--- config.mk ---
export PLATFORM = sky130hd
export DESIGN_NAME = spi_xfer_arbiter
export DESIGN_NICKNAME = d
export VERILOG_FILES = /design/src/rtl/spi_xfer_arbiter.sv
export SDC_FILE = /design/constraint.sdc
export NUM_CORES = 1
export LEC_CHECK = 0
export BUFFER_PORTS_ARGS = -buffer_cell sky130_fd_sc_hd__buf_4
export CAP_MARGIN = 20
export CORE_UTILIZATION = 51
export CTS_CLUSTER_DIAMETER = 40
export DETAILED_ROUTE_END_ITERATION = 8
export PLACE_DENSITY = 0.88
export SLEW_MARGIN = 20
export SYNTH_ARGS = -nofsm -noshare
export SYNTH_HDL_FRONTEND = slang
export SYNTH_SLANG_ARGS = --single-unit
--- constraint.sdc ---
create_clock -name serial_clk -period 3.7 [get_ports serial_clk]
set_input_delay 0.37 -clock serial_clk [delete_from_list [all_inputs] [get_ports serial_clk]]
set_output_delay 0.37 -clock serial_clk [all_outputs]
set_load 0.02 [all_outputs]
--- src/rtl/spi_xfer_arbiter.sv ---
// Burst-wise round-robin arbiter sharing one SPI byte serializer between two requesters.
// Drives per-device chip selects and the serializer load strobe, and sequences on its busy flag.
//   state     | meaning
//   IDLE      | no owner, cs_n high, arbitrating
//   SETUP     | cs_n low, waiting CS_SETUP cycles before first fetch
//   FETCH     | owner's ready high, waiting for a byte
//   LOAD      | byte captured, strobe sr_load_n next
//   WAIT_BUSY | waiting for serializer busy to rise (timeout -> err)
//   SHIFT     | serializer shifting, waiting for busy to fall
//   GAP       | cs_n high for CS_GAP cycles before re-arbitration
module spi_xfer_arbiter #(
  parameter int CS_SETUP     = 2,
  parameter int CS_GAP       = 2,
  parameter int BUSY_TIMEOUT = 16
) (
  input  logic       serial_clk,
  input  logic       reset,
  input  logic       req0_valid,
  input  logic [7:0] req0_data,
  input  logic       req0_last,
  output logic       req0_ready,
  input  logic       req1_valid,
  input  logic [7:0] req1_data,
  input  logic       req1_last,
  output logic       req1_ready,
  output logic [1:0] grant,
  output logic [1:0] cs_n,
  output logic [7:0] sr_data,
  output logic       sr_load_n,
  input  logic       sr_busy,
  output logic       err
);

  localparam int MAX_SG = (CS_SETUP > CS_GAP) ? CS_SETUP : CS_GAP;
  localparam int MAX_P  = (MAX_SG > BUSY_TIMEOUT) ? MAX_SG : BUSY_TIMEOUT;
  localparam int CW     = $clog2(MAX_P) + 1;

  typedef enum logic [2:0] {IDLE, SETUP, FETCH, LOAD, WAIT_BUSY, SHIFT, GAP} state_t;

  state_t        state;
  logic          owner;
  logic          last_owner;
  logic          last_flag;
  logic [CW-1:0] cnt;
  logic          pick;
  logic          own_valid;
  logic          own_last;
  logic [7:0]    own_data;

  // On a tie the requester that did not own the previous burst wins.
  always_comb begin
    pick      = (req0_valid && req1_valid) ? ~last_owner : req1_valid;
    own_valid = owner ? req1_valid : req0_valid;
    own_last  = owner ? req1_last  : req0_last;
    own_data  = owner ? req1_data  : req0_data;
  end

  assign req0_ready = (state == FETCH) && !owner;
  assign req1_ready = (state == FETCH) &&  owner;

  always_ff @(posedge serial_clk) begin
    if (!reset) begin
      state      <= IDLE;
      owner      <= 1'b0;
      last_owner <= 1'b1;
      last_flag  <= 1'b0;
      cnt        <= '0;
      grant      <= 2'b00;
      cs_n       <= 2'b11;
      sr_data    <= 8'h00;
      sr_load_n  <= 1'b1;
      err        <= 1'b0;
    end else begin
      err <= 1'b0;
      case (state)
        IDLE: begin
          if (req0_valid || req1_valid) begin
            owner <= pick;
            grant <= pick ? 2'b10 : 2'b01;
            cs_n  <= pick ? 2'b01 : 2'b10;
            cnt   <= CW'(CS_SETUP - 1);
            state <= SETUP;
          end
        end
        SETUP: begin
          if (cnt == '0) state <= FETCH;
          else           cnt   <= cnt - 1'b1;
        end
        FETCH: begin
          if (own_valid) begin
            sr_data   <= own_data;
            last_flag <= own_last;
            state     <= LOAD;
          end
        end
        LOAD: begin
          sr_load_n <= 1'b0;
          cnt       <= CW'(BUSY_TIMEOUT - 1);
          state     <= WAIT_BUSY;
        end
        WAIT_BUSY: begin
          sr_load_n <= 1'b1;
          if (sr_busy) begin
            state <= SHIFT;
          end else if (cnt == '0) begin
            err        <= 1'b1;
            cs_n       <= 2'b11;
            grant      <= 2'b00;
            last_owner <= owner;
            cnt        <= CW'(CS_GAP - 1);
            state      <= GAP;
          end else begin
            cnt <= cnt - 1'b1;
          end
        end
        SHIFT: begin
          if (!sr_busy) begin
            if (last_flag) begin
              cs_n       <= 2'b11;
              grant      <= 2'b00;
              last_owner <= owner;
              cnt        <= CW'(CS_GAP - 1);
              state      <= GAP;
            end else begin
              state <= FETCH;
            end
          end
        end
        GAP: begin
          if (cnt == '0) state <= IDLE;
          else           cnt   <= cnt - 1'b1;
        end
        default: state <= IDLE;
      endcase
    end
  end

endmodule
==> qor.txt <==
Post-synth EDFFs: 0
First-pass GRT wire length: 5020 um
Nets: 220
Most frequent cell after synthesis: dfxtp_1
Sequential element share of the synthesized area: 0.376
Largest delay share family, worst path: simple AND/OR/NAND/NOR gates
Outcome: finished clean
DR vias/cell: 5.78
Via count: 1295
Worst-path cell chain: mux2i_1 > nor3_2 > nor2_1 > a211oi_1
Avg WL per Cell: 13.5 um
Least-Margin Pin Slew: 1010 ps
Initial antenna violation count: 0
Clock H-tree levels: 1
Dpl ws: 1530 ps
Critical path required time: 3930 ps
Worst-path clk slew: 130 ps
Synth Warn #: 0
FFs w/ async S/R, synth: 0
Post-synth cell types: 41
Synth cell count leaders: dfxtp_1, nor2_1, nand2_1
Fillcell total: 216
MaxCap Viol Count: 0
Die Height: 53.1 um
Synth area leaders: dfxtp_1, mux2i_1, a211oi_1
Arrival time worst endpoint: 2460 ps
Antenna Nets Post-Route: 0
RSZ-0062 raised after global routing: false
Worst Reg-to-Reg Cells: 4
Min-delay worst type: input pin to flip-flop
Core footprint: 0.00248 mm^2
Tcrit/Tclk final: 0.600
Tot GR Track Use: 0.244
Clk_lat worst skew: 320 ps
Largest net degree at the start of global routing: 19
Area occupied by multi-input gates: 761 um^2
Max incr delay on CP: 800 ps
Total Power: 0.00121 W
Area delta synth->final: 23.4%
Row count: 18
GRT Residual Overflow: 0
Die W: 53.1 um
Final std cells w/o fill: 224
Ant diodes: 0
Routed wire length: 3030 um
CTS Buf Count: 3
Root Driver: clkbuf_4
Setup violators final: 0
Crit. path cell count: 4
Reg area: 500 um^2
Critical-path top delay cell: nor3_2
Critical Path End Type: flip-flop
Final Hold Vio Count: 0
Ports: 39
Worst Setup Slack, final: 1480 ps
CTS max path bufs: 2
Fraction of layout cells with a size suffix above 1: 0.247
Clk sinks: 25
Residual DRC count: 0
Post-layout min period: 2220 ps
Initial Util: 0.538
CP Class: flip-flop to flip-flop
VDD IR-drop max: 0.000551 V
Synth area leader: dfxtp_1
Final-report max-slew violation count: 0
Sum Neg Setup Slack: 0 ps
Pre-antenna DRT Iters: 4
PwrDens: 735 mW/mm^2
Cell Area, Synth: 0.00133 mm^2
Area share of the largest cell type after synthesis: 0.376
Post-CTS sizing: 0
GPL Wtd Cong: 0.839
WP buf/inv: 0
TritonCTS clock tree: yes
Hpwl dp: 2320 um
Predominant post-synthesis flop cell: dfxtp_1
Post-CTS Hold Buffers: 0
Inst Count DP: 220
Hold Path Depth: 2
Gate Count Post-Synth: 161
Initial drt markers: 28
Crit Path Max Fanout: 18
Net count after synthesis: 186
Vias in the first global route: 1178
Synthesized area per cell: 8.28 um^2
Slew HR: 0.321
Post-CTS Setup Repair Bufs: 0
Worst Hold Slack: 293 ps
Max Freq: 450 MHz
I/O Buffers: 38
Worst Skew: 7.14 ps
Yosys reg bits: 25
Die area: 0.00282 mm^2
Leak pwr: 0.672 nW
CP Launch Type: flip-flop
-- sequential cells by signal, summed over array words and instances, names as in the netlist --
register / flops
cnt: 5
grant: 2
sr_data: 8
state: 3
last_owner: 1
err: 1
last_flag: 1
sr_load_n: 1
cs_n: 2
owner: 1
-- stage by stage --
| stage | util | area [um^2] |
|---|---|---|
| 2_1_floorplan | - | 1330 |
| 3_3_place_gp | 0.653 | 1620 |
| 3_5_place_dp | 0.653 | 1620 |
| 4_1_cts | 0.664 | 1640 |
| 5_1_grt | 0.664 | 1640 |
| 6_report | 0.664 | 1640 |
-- area by class of cell --
type,count,share of cell area
multi-input cells,118,0.463
flip-flops and latches,25,0.304
repair buffers,38,0.174
well taps,30,0.0228
inverters,9,0.0205
clock buffers,4,0.0160
-- power by group --
part	leakage (nW)	internal, W	switching (W)	total (W)
Sequential	0.204	0.000343	0.000104	0.000447
Clock	0.0150	0.0000423	0.0000788	0.000121
Combinational	0.453	0.000275	0.000366	0.000641
-- cells by family (layout without fill, tap and decap cells) --
group	Yosys count	in the layout	share of synthesized area
AND/OR/NAND/NOR	58	58	0.215
buffers and inverters	18	51	0.0535
XOR/XNOR	2	2	0.0131
multiplexers	11	11	0.0826
adder cells (fa/ha/maj)	2	2	0.0188
AO/OA/AOI/OAI	45	45	0.241
flip-flops	25	25	0.376
-- final timing paths --
path / start / end / slack (ps)
setup reg to reg: owner / sr_data[0] / 1480
setup / recovery: owner / sr_data[0] / 1480
hold reg to reg: grant[1] / grant[1] / 490
hold / removal: reset / sr_load_n / 290
-- cells in the final DEF, fill, tap and decap left out, types with 6 or more instances in the layout --
cell type,n
a211oi_1,9
a21oi_1,7
buf_4,38
dfxtp_1,25
inv_1,9
mux2i_1,11
nand2_1,17
nor2_1,18
nor3_1,6
o21ai_0,9
-- per-layer routing --
metal / up-vias / share of wire / GRT usage
li1: 643 / - / -
met1: 600 / 0.43 / 0.286
met2: 44 / 0.49 / 0.407
met3: 8 / 0.058 / 0.0776
met4: 0 / 0.019 / 0.0965
met5: - / 0 / 0
Note: power is estimated with default switching activity, not from simulation.
